**src/rtl/pipe_sched_pkg.sv**
```systemverilog
// Shared types and helpers for the pipe_sched scheduler: datapath widths,
// the tagged response record and the round-robin pick function.
package pipe_sched_pkg;

  localparam int PIPE_DATA_W = 16;
  localparam int PIPE_CF_W   = 2;
  localparam int MAX_REQ     = 8;
  localparam int MAX_ID_W    = 3;

  typedef struct packed {
    logic [MAX_ID_W-1:0]    id;
    logic [PIPE_DATA_W-1:0] data0;
    logic [PIPE_DATA_W-1:0] data1;
  } pipe_rsp_t;

  function automatic int id_width(input int n);
    return (n > 1) ? $clog2(n) : 1;
  endfunction

  // One-hot winner: first valid index at or after (last+1) mod n.
  function automatic logic [MAX_REQ-1:0] rr_pick(input logic [MAX_REQ-1:0]  valid,
                                                 input logic [MAX_ID_W-1:0] last,
                                                 input int                  n);
    logic [MAX_REQ-1:0]  grant;
    logic                found;
    logic [MAX_ID_W-1:0] idx;
    grant = '0;
    found = 1'b0;
    for (int k = 1; k <= MAX_REQ; k++) begin
      idx = MAX_ID_W'((int'(last) + k) % n);
      if (k <= n && !found && valid[idx]) begin
        grant[idx] = 1'b1;
        found      = 1'b1;
      end
    end
    return grant;
  endfunction

endpackage

```
**src/rtl/pipe_sched_fifo.sv**
```systemverilog
// Show-ahead synchronous FIFO with occupancy count; depth must be a power of two >= 2.
module pipe_sched_fifo #(
  parameter int  DEPTH = 4,
  parameter type T     = logic [7:0]
) (
  input  logic                   clk,
  input  logic                   rst,
  input  logic                   push_i,
  input  T                       push_data_i,
  input  logic                   pop_i,
  output T                       pop_data_o,
  output logic [$clog2(DEPTH):0] count_o,
  output logic                   full_o,
  output logic                   empty_o
);

  localparam int PTR_W = $clog2(DEPTH);
  localparam int CNT_W = PTR_W + 1;

  T                   mem_q [DEPTH];
  logic [PTR_W-1:0]   wr_ptr_q, rd_ptr_q;
  logic [CNT_W-1:0]   count_q, count_d;
  logic               do_push, do_pop;

  assign empty_o    = (count_q == '0);
  assign full_o     = (count_q == CNT_W'(DEPTH));
  assign count_o    = count_q;
  assign pop_data_o = mem_q[rd_ptr_q];
  assign do_pop     = pop_i && !empty_o;
  assign do_push    = push_i && (!full_o || do_pop);

  always_comb begin
    // NOTE: every always_comb output gets a default first so no path leaves it unassigned (no latch).
    count_d = count_q;
    case ({do_push, do_pop})
      2'b10:   count_d = count_q + CNT_W'(1);
      2'b01:   count_d = count_q - CNT_W'(1);
      default: count_d = count_q;
    endcase
  end

  // NOTE: sequential state uses non-blocking assignments so all registers update from pre-edge values.
  always_ff @(posedge clk or posedge rst) begin
    if (rst) begin
      wr_ptr_q <= '0;
      rd_ptr_q <= '0;
      count_q  <= '0;
    end else begin
      count_q <= count_d;
      if (do_push) wr_ptr_q <= wr_ptr_q + PTR_W'(1);
      if (do_pop)  rd_ptr_q <= rd_ptr_q + PTR_W'(1);
    end
  end

  // NOTE: storage is not reset; the pointers and count alone define which entries are live.
  always_ff @(posedge clk) begin
    if (do_push) mem_q[wr_ptr_q] <= push_data_i;
  end

endmodule

```
**src/rtl/pipe_sched.sv**
```systemverilog
// Round-robin, credit-based scheduler sharing one fixed-latency pipe multiplier.
// Optional counters are enabled by defining PIPE_SCHED_PERF_EN.
module pipe_sched
  import pipe_sched_pkg::*;
#(
  parameter int NUM_REQ   = 2,
  parameter int PIPE_LAT  = 2,
  parameter int RSP_DEPTH = 4
) (
  input  logic                              clk,
  input  logic                              rst,
  input  logic [NUM_REQ-1:0]                req_valid,
  output logic [NUM_REQ-1:0]                req_ready,
  input  logic [PIPE_CF_W*NUM_REQ-1:0]      req_cf,
  input  logic [PIPE_DATA_W*NUM_REQ-1:0]    req_data0,
  input  logic [PIPE_DATA_W*NUM_REQ-1:0]    req_data1,
  output logic                              pipe_en,
  output logic [PIPE_CF_W-1:0]              pipe_cf,
  output logic [PIPE_DATA_W-1:0]            pipe_data0,
  output logic [PIPE_DATA_W-1:0]            pipe_data1,
  input  logic [PIPE_DATA_W-1:0]            pipe_res0,
  input  logic [PIPE_DATA_W-1:0]            pipe_res1,
  input  logic                              rsp_ready,
`ifdef PIPE_SCHED_PERF_EN
  input  logic                              perf_clr,
  output logic [16*NUM_REQ-1:0]             perf_grant_cnt,
  output logic [15:0]                       perf_stall_cnt,
`endif
  output logic                              rsp_valid,
  output logic [id_width(NUM_REQ)-1:0]      rsp_id,
  output logic [PIPE_DATA_W-1:0]            rsp_data0,
  output logic [PIPE_DATA_W-1:0]            rsp_data1
);

  localparam int ID_W  = id_width(NUM_REQ);
  localparam int CNT_W = $clog2(RSP_DEPTH) + 1;

  logic [ID_W-1:0]    last_grant_q, last_grant_d;
  logic [MAX_REQ-1:0] valid_ext, grant_ext;
  logic [NUM_REQ-1:0] grant;
  logic [ID_W-1:0]    win_idx;
  logic               issue_ok, issue;

  logic [PIPE_LAT-1:0] stg_valid_q;
  logic [ID_W-1:0]     stg_id_q [PIPE_LAT];

  logic [CNT_W-1:0] fifo_count, inflight_count;
  logic [CNT_W:0]   occ;
  logic             fifo_full, fifo_empty, rsp_push, rsp_pop;
  pipe_rsp_t        rsp_in, rsp_head;
  logic             unused_head_id;

  always_comb begin
    valid_ext                = '0;
    valid_ext[NUM_REQ-1:0]   = req_valid;
    grant_ext                = rr_pick(valid_ext, MAX_ID_W'(last_grant_q), NUM_REQ);
    grant                    = grant_ext[NUM_REQ-1:0];
    win_idx                  = '0;
    for (int i = 0; i < NUM_REQ; i++) begin
      if (grant[i]) win_idx = ID_W'(i);
    end
  end

  // Credits cover both in-flight ops and queued responses, so a push never finds the FIFO full.
  always_comb begin
    inflight_count = '0;
    for (int i = 0; i < PIPE_LAT; i++) begin
      inflight_count = inflight_count + CNT_W'(stg_valid_q[i]);
    end
  end

  assign occ      = {1'b0, fifo_count} + {1'b0, inflight_count};
  assign issue_ok = !rst && (occ < (CNT_W+1)'(RSP_DEPTH));
  assign issue    = issue_ok && (|grant_ext);
  assign req_ready = issue_ok ? grant : '0;

  always_comb begin
    pipe_en      = issue;
    pipe_cf      = '0;
    pipe_data0   = '0;
    pipe_data1   = '0;
    last_grant_d = last_grant_q;
    if (issue) begin
      pipe_cf      = req_cf[int'(win_idx)*PIPE_CF_W +: PIPE_CF_W];
      pipe_data0   = req_data0[int'(win_idx)*PIPE_DATA_W +: PIPE_DATA_W];
      pipe_data1   = req_data1[int'(win_idx)*PIPE_DATA_W +: PIPE_DATA_W];
      last_grant_d = win_idx;
    end
  end

  always_ff @(posedge clk or posedge rst) begin
    if (rst) begin
      last_grant_q <= ID_W'(NUM_REQ - 1);
      stg_valid_q  <= '0;
      for (int i = 0; i < PIPE_LAT; i++) stg_id_q[i] <= '0;
    end else begin
      last_grant_q   <= last_grant_d;
      stg_valid_q[0] <= issue;
      stg_id_q[0]    <= win_idx;
      for (int i = 1; i < PIPE_LAT; i++) begin
        stg_valid_q[i] <= stg_valid_q[i-1];
        stg_id_q[i]    <= stg_id_q[i-1];
      end
    end
  end

  // Pipe outputs are only captured when the tracker says an op lands this cycle.
  assign rsp_push = stg_valid_q[PIPE_LAT-1];
  assign rsp_in   = '{id:    MAX_ID_W'(stg_id_q[PIPE_LAT-1]),
                      data0: pipe_res0,
                      data1: pipe_res1};
  assign rsp_pop  = rsp_valid && rsp_ready;

  pipe_sched_fifo #(
    .DEPTH (RSP_DEPTH),
    .T     (pipe_rsp_t)
  ) u_rsp_fifo (
    .clk         (clk),
    .rst         (rst),
    .push_i      (rsp_push),
    .push_data_i (rsp_in),
    .pop_i       (rsp_pop),
    .pop_data_o  (rsp_head),
    .count_o     (fifo_count),
    .full_o      (fifo_full),
    .empty_o     (fifo_empty)
  );

  assign rsp_valid      = !fifo_empty;
  assign rsp_id         = rsp_valid ? rsp_head.id[ID_W-1:0] : '0;
  assign rsp_data0      = rsp_valid ? rsp_head.data0 : '0;
  assign rsp_data1      = rsp_valid ? rsp_head.data1 : '0;
  assign unused_head_id = ^rsp_head.id;

  a_no_push_when_full: assert property (@(posedge clk) disable iff (rst) rsp_push |-> !fifo_full);

`ifdef PIPE_SCHED_PERF_EN
  logic [15:0] grant_cnt_q [NUM_REQ];
  logic [15:0] stall_cnt_q;

  always_ff @(posedge clk or posedge rst) begin
    if (rst) begin
      stall_cnt_q <= '0;
      for (int i = 0; i < NUM_REQ; i++) grant_cnt_q[i] <= '0;
    end else if (perf_clr) begin
      stall_cnt_q <= '0;
      for (int i = 0; i < NUM_REQ; i++) grant_cnt_q[i] <= '0;
    end else begin
      if ((|req_valid) && !issue_ok && (stall_cnt_q != 16'hFFFF)) stall_cnt_q <= stall_cnt_q + 16'd1;
      for (int i = 0; i < NUM_REQ; i++) begin
        if (req_ready[i] && req_valid[i] && (grant_cnt_q[i] != 16'hFFFF))
          grant_cnt_q[i] <= grant_cnt_q[i] + 16'd1;
      end
    end
  end

  for (genvar g = 0; g < NUM_REQ; g++) begin : g_perf_out
    assign perf_grant_cnt[16*g +: 16] = grant_cnt_q[g];
  end
  assign perf_stall_cnt = stall_cnt_q;
`else
  // Counters are compiled out; the scheduling path above is unchanged.
`endif

endmodule

```
**config.mk**
```make
export PLATFORM = sky130hd
export DESIGN_NAME = pipe_sched
export DESIGN_NICKNAME = d
export VERILOG_FILES = /design/src/rtl/pipe_sched_pkg.sv /design/src/rtl/pipe_sched_fifo.sv /design/src/rtl/pipe_sched.sv
export SDC_FILE = /design/constraint.sdc
export NUM_CORES = 1
export LEC_CHECK = 0
export CAP_MARGIN = 20
export CORE_AREA = 2 2 144 146
export CTS_CLUSTER_DIAMETER = 80
export DETAILED_ROUTE_END_ITERATION = 16
export DIE_AREA = 0 0 146 148
export SETUP_SLACK_MARGIN = 0.1
export SYNTH_ARGS = -nofsm -noshare
export SYNTH_HDL_FRONTEND = slang
export SYNTH_SLANG_ARGS = --single-unit
```
**constraint.sdc**
```tcl
create_clock -name clk -period 2.6 [get_ports clk]
set_clock_uncertainty 0.1 [all_clocks]
set_input_delay 0.39 -clock clk [delete_from_list [all_inputs] [get_ports clk]]
set_output_delay 0.39 -clock clk [all_outputs]
set_load 0.03 [all_outputs]
```
==> impl_metrics.ini, run 1 <==
[route]
drt_iter0_drc = 200
top_layer_used = met4
drtPass1Iterations = 4
wl_met1_mm = 6.039
vias = 4121
drc = 0
wl_met3_mm = 1.131
routed_wl_mm = 15.69
vias_per_cell = 4.715
ant_nets = 0
wire_per_inst_um = 17.96
route.met2.wl_mm = 8.131

[critical_path]
start_kind = flop
crit_type = flop to output port
required_ps = 2110
critPathMaxFanout = 5
end_kind = output port
crit_arrival_ps = 2460

[timing]
setup_violations = 37
finalWorstSetupSlack_ps = -349.7
rsz0062_at_grt = yes
slew_headroom_pct = 68.11
slew_viol_final = 0
post-route-period-util_pct = 113.4
fmax_mhz = 339.0
hold_violations = 0
fin_crit_ps = 2950
worst_pin_slew_ps = 477.8
tns_ps = -11390

[placed_design]
dp_cells = 822
gp_congestion = 0.7655
post-dp-hpwl_mm = 9.821
port_buffers = 175
dpl-instance-area_um2 = 8428

[global_route]
antenna_found_initial = 1
grt_first_pass_wirelength_mm = 23.81
grt_pass1_vias = 4470
grt_usage_pct = 14.68
grt_max_degree = 37
overflow = 0

[yosys]
ys_warn_count = 0
ys_seq_area_share_pct = 67.69
netlist_area_um2 = 6301
synth_seq_cells = 144
synth_area_leaders = edfxtp_1 (63%), mux4_2 (12%), dfrtp_1 (4.4%), a21oi_2 (3.9%), and2_1 (3.8%)
avgSynthCellArea_um2 = 16.41
yosysTopAreaCellShare_pct = 62.91
synth_nets = 497
synth_top_area_cell = edfxtp_1
syn_inst = 384
yosysUniqueCellTypes = 33

[clock_tree]
clk_path_buf_depth = 2
cts_tree = yes
clock_latency_ps = 420
hold_buffers = 0
htreeDepth = 4
cts_root_buf = clkbuf_16
path_clk_slew_ps = 60
cts_sinks = 144
numCtsBuffers = 17

[power_and_ir_drop]
power.total_mw = 10.46
leakagePower_nw = 3.421
p_per_area_nw_per_um2 = 1078
max-vdd-ir-drop_uv = 340.8

[floorplanning]
die-area_um2 = 21610
die_h_um = 148
die_w_um = 146
ioPinCount = 176
initial_core_util_pct = 31.44
row_count = 52
core_area_um2 = 20040

[layout]
drive_gt1_share_pct = 40.13
syn_to_final_growth_pct = 54.09
fin_nets = 703
final_cells = 874
final_util_pct = 48.45
design_area_um2 = 9709

[status]
outcome = finished, violations left
violations = negative setup slack

[min_path]
worstHoldPathType = input port to async pin

[job]
maxCapViolations = 0
worst max-delay path: stages (launching register included):
cell and delay (ps):
dfrtp_1 380, ha_2 200, ha_4 200, and3_4 160
or4_4 470, buf_4 180, clkbuf_16 160, a21oi_2 130
buf_6 150
final cells by class:
type	count	area [um^2]
Antenna cell	1	2.502
Clock buffer	18	429.2
Clock inverter	14	163.9
Fill cell	1734	10330
Inverter	9	33.78
Multi-Input combinational cell	204	2096
Sequential cell	144	4268
Tap cell	270	337.8
Timing Repair Buffer	214	2379
Yosys cell counts:
| cell | instances |
|---|---|
| inv_1 | 8 |
| ha_1 | 7 |
| a21oi_1 | 6 |
| o41a_1 | 1 |
| xor2_1 | 2 |
| and2_1 | 38 |
| dfstp_2 | 1 |
| mux2i_1 | 1 |
| nand2b_1 | 1 |
| mux4_2 | 33 |
| clkbuf_1 | 9 |
| buf_6 | 4 |
| and3_4 | 1 |
| mux2_2 | 1 |
| buf_2 | 8 |
| a21bo_2 | 1 |
| nand3_1 | 35 |
| xnor2_1 | 4 |
| or3_1 | 1 |
| fa_1 | 1 |
| or4b_2 | 1 |
| inv_2 | 1 |
| or4_4 | 1 |
| edfxtp_1 | 132 |
| o21ai_0 | 2 |
| a21oi_2 | 28 |
| nand2_1 | 34 |
| dfrtp_1 | 11 |
| nor3_1 | 1 |
| nor2_1 | 2 |
| buf_4 | 5 |
| nor2_2 | 2 |
| buf_1 | 1 |
flip-flops by register name (all words and copies together) (netlist names):
signal	flops
u_rsp_fifo.wr_ptr_q	2
stg_valid_q	2
rsp_in	1
u_rsp_fifo.count_o	3
u_rsp_fifo.rd_ptr_q	2
u_rsp_fifo.mem_q	132
stg_id_q	1
last_grant_q	1
path summary, 6_finish.rpt:
kind | startpoint | end | slack [ps] | cells past startpoint
max | stg_valid_q[0] | pipe_data1[5] | -350 | 8
min | rst | u_rsp_fifo.count_o[2] | 260 | 2
max reg2reg | u_rsp_fifo.count_o[0] | u_rsp_fifo.count_o[2] | 230 | 9
min reg2reg | stg_id_q[1] | rsp_in[32] | 260 | 0
max in group asynchronous | rst | u_rsp_fifo.rd_ptr_q[0] | 1790 | 2
min in group clk | stg_id_q[1] | rsp_in[32] | 260 | 0
cells by family (layout without fill, tap and decap cells):
group	Yosys count	in the layout	synth area share, %
compound gates	38	38	4.865
xor+xnor	6	6	0.8340
fa+ha+maj	8	8	1.708
buf+inv	36	255	3.078
flops	144	144	67.69
mux	35	35	12.13
other cells	0	1	0
simple gates	117	117	9.690
per-stage QoR:
stage	setup slack, ps	hold slack, ps
3_3_place_gp	122.6	248.0
6_report	-349.7	261.0
3_5_place_dp	47.79	248.4
5_1_grt	-411.0	272.2
4_1_cts	-346.4	261.2
2_1_floorplan	88.06	154.0
what timing repair did:
| action | CTS | global route |
|---|---|---|
| gates cloned | 5 | 2 |
| setup buffers | 9 | 3 |
| setup endpoints to repair | 69 | 58 |
| gates resized for setup | 237 | 49 |
| pin swaps | 1 | 0 |
cell usage in the layout, fill, tap and decap left out, types with 2 or more instances in the layout:
master / synthesis / final
a21oi_2: 28 / 14
a21oi_4: 0 / 20
and2_1: 38 / 16
and2_2: 0 / 4
and2_4: 0 / 18
buf_12: 0 / 15
buf_16: 0 / 5
buf_2: 8 / 10
buf_4: 5 / 23
buf_6: 4 / 55
bufinv_16: 0 / 3
clkbuf_16: 0 / 18
clkdlybuf4s50_1: 0 / 104
clkinv_1: 0 / 2
clkinv_2: 0 / 2
clkinvlp_4: 0 / 4
dfrtp_1: 11 / 9
dfrtp_2: 0 / 2
edfxtp_1: 132 / 132
ha_1: 7 / 5
inv_1: 8 / 8
inv_6: 0 / 2
mux4_2: 33 / 33
nand2_1: 34 / 34
nand3_1: 35 / 35
nor2_1: 2 / 2
o21ai_0: 2 / 2
xnor2_1: 4 / 4
xor2_1: 2 / 2
power by group:
part           total (mW)  leakage [nW]  switching (mW)  internal [mW]
Sequential           3.01          1.34           0.142           2.86
Combinational        5.04          1.81            2.50           2.54
Clock                2.42         0.278           0.914           1.50
metal layers:
| layer | global-route usage [%] | up-vias |
|---|---|---|
| li1 | - | 1876 |
| met4 | 6.456 | 0 |
| met3 | 4.907 | 26 |
| met2 | 25.92 | 186 |
| met1 | 16.18 | 2033 |
| met5 | 0 | - |
Note: power is estimated with default switching activity, not from simulation.
==> run 2, diff against run 1 <==
--- a/config.mk
+++ b/config.mk
@@ -11,6 +11,7 @@
 export DETAILED_ROUTE_END_ITERATION = 16
 export DIE_AREA = 0 0 146 148
 export SETUP_SLACK_MARGIN = 0.1
+export SKIP_CTS_REPAIR_TIMING = 1
 export SYNTH_ARGS = -nofsm -noshare
 export SYNTH_HDL_FRONTEND = slang
 export SYNTH_SLANG_ARGS = --single-unit
==> run 2 against run 1 <==
Against the previous run: the run still ends with negative setup slack left; fmax increased by 1.0%; final area decreased by 1.6%; combinational power decreased by 7.1%; global-route usage decreased by 0.95 points; critical path depth decreased by 1; core utilization decreased by 0.77 points; total power decreased by 3.4%; via count about the same; worst setup slack improved by 31 ps; critical path type unchanged; critical endpoint is now pipe_data1[0]; largest power group unchanged.
==> impl_metrics.ini, run 2 (synthesis results as in run 1) <==
[floorplanning]
row_count = 52
die_h_um = 148
core_area_um2 = 20040
ioPinCount = 176
die-area_um2 = 21610
die_w_um = 146
initial_core_util_pct = 31.44

[timing]
finalWorstSetupSlack_ps = -319.1
fin_crit_ps = 2919
slew_viol_final = 0
worst_pin_slew_ps = 485.5
fmax_mhz = 342.6
slew_headroom_pct = 67.60
rsz0062_at_grt = yes
hold_violations = 0
setup_violations = 41
tns_ps = -10120
post-route-period-util_pct = 112.3

[status]
violations = negative setup slack
outcome = finished, violations left

[power_and_ir_drop]
max-vdd-ir-drop_uv = 321.9
p_per_area_nw_per_um2 = 1058
leakagePower_nw = 3.393

[route]
drt_iter0_drc = 185
drc = 0
drtPass1Iterations = 4
vias_per_cell = 4.701
ant_nets = 0
routed_wl_mm = 15.68
vias = 4123
wire_per_inst_um = 17.88

[global_route]
grt_first_pass_wirelength_mm = 22.38
antenna_found_initial = 1
overflow = 0
grt_max_degree = 38
grt_pass1_vias = 4333
grt_usage_pct = 13.73

[clock_tree]
cts_tree = yes
cts_sinks = 144
clk_path_buf_depth = 2
htreeDepth = 4
cts_root_buf = clkbuf_16
path_clk_slew_ps = 60
clock_latency_ps = 420
numCtsBuffers = 17

[job]
maxCapViolations = 0

[placed_design]
post-dp-hpwl_mm = 9.821
port_buffers = 175
gp_congestion = 0.7655
dpl-instance-area_um2 = 8428

[layout]
final.fill_count = 1754
final_common_cell = edfxtp_1
largest_register_ffs = 132
final_util_pct = 47.68
top_register = u_rsp_fifo.mem_q
design_area_um2 = 9555
syn_to_final_growth_pct = 51.65
fin_nets = 706
layout_common_cells = edfxtp_1 (132), clkdlybuf4s50_1 (104), buf_6 (46), nand3_1 (35), nand2_1 (34)
drive_gt1_share_pct = 37.62

[critical_path]
end_kind = output port
start_kind = flop
crit_arrival_ps = 2430
required_ps = 2110
rrSetupSlack_ps = 230
crit_type = flop to output port
critPathMaxFanout = 9

[min_path]
worstHoldPathType = flop to flop
[run 2: where the power goes]
part	switching [mW]	total (mW)	internal [mW]
clock network	0.916	2.42	1.50
registers	0.143	3.01	2.86
logic	2.43	4.68	2.25
[run 2: metal layers]
| metal | vias to the layer above | track usage (%) | wire, um |
|---|---|---|---|
| met5 | - | 0 | 0 |
| met4 | 0 | 6.942 | 369 |
| met3 | 26 | 4.228 | 1159 |
| met2 | 198 | 23.49 | 8132 |
| met1 | 2019 | 15.64 | 6023 |
| li1 | 1880 | - | - |
[run 2: cell type report]
| cell class | instances | area (um^2) | area share [%] |
|---|---|---|---|
| Antenna cell | 1 | 2.502 | 0.02619 |
| Timing Repair Buffer | 217 | 2297 | 24.04 |
| Multi-Input combinational cell | 204 | 2023 | 21.17 |
| Tap cell | 270 | 337.8 | 3.535 |
| Sequential cell | 144 | 4268 | 44.66 |
| Clock inverter | 14 | 163.9 | 1.715 |
| Clock buffer | 18 | 429.2 | 4.491 |
| Inverter | 9 | 33.78 | 0.3535 |
[run 2: worst max-delay path: stages (launching register included)]
cell and delay, ps:
dfrtp_1 380, ha_2 200, ha_4 200, and3_4 160, or4_4 540, clkbuf_16 230
a21oi_2 140, buf_6 150
[run 2: worst paths after layout]
| check | startpoint | to | cells past startpoint |
|---|---|---|---|
| max | stg_valid_q[0] | pipe_data1[0] | 7 |
| min | stg_id_q[1] | rsp_in[32] | 0 |
| min reg2reg | stg_id_q[1] | rsp_in[32] | 0 |
| max in group asynchronous | rst | u_rsp_fifo.rd_ptr_q[0] | 2 |
| min in group asynchronous | rst | u_rsp_fifo.count_o[2] | 2 |
| max reg2reg | u_rsp_fifo.count_o[0] | u_rsp_fifo.count_o[2] | 9 |
[run 2: per-stage QoR]
step / hold WS, ps / setup slack, ps / power [mW] / std cells
after floorplan: 154.0 / 88.06 / 5.623 / 384
after global placement: 248.0 / 122.6 / 7.238 / 822
after detailed placement: 248.4 / 47.79 / 7.275 / 822
after CTS: 261.2 / -369.3 / 9.719 / 854
after global routing: 272.2 / -384.7 / 10.59 / 877
final: 260.9 / -319.1 / 10.11 / 877
==> run 3, diff against run 2 <==
--- a/config.mk
+++ b/config.mk
@@ -11,7 +11,6 @@
 export DETAILED_ROUTE_END_ITERATION = 16
 export DIE_AREA = 0 0 146 148
 export SETUP_SLACK_MARGIN = 0.1
-export SKIP_CTS_REPAIR_TIMING = 1
 export SYNTH_ARGS = -nofsm -noshare
 export SYNTH_HDL_FRONTEND = slang
 export SYNTH_SLANG_ARGS = --single-unit
==> results of run 3 <==
No change in the layout: final DEF, timing and power equal those of run 1.
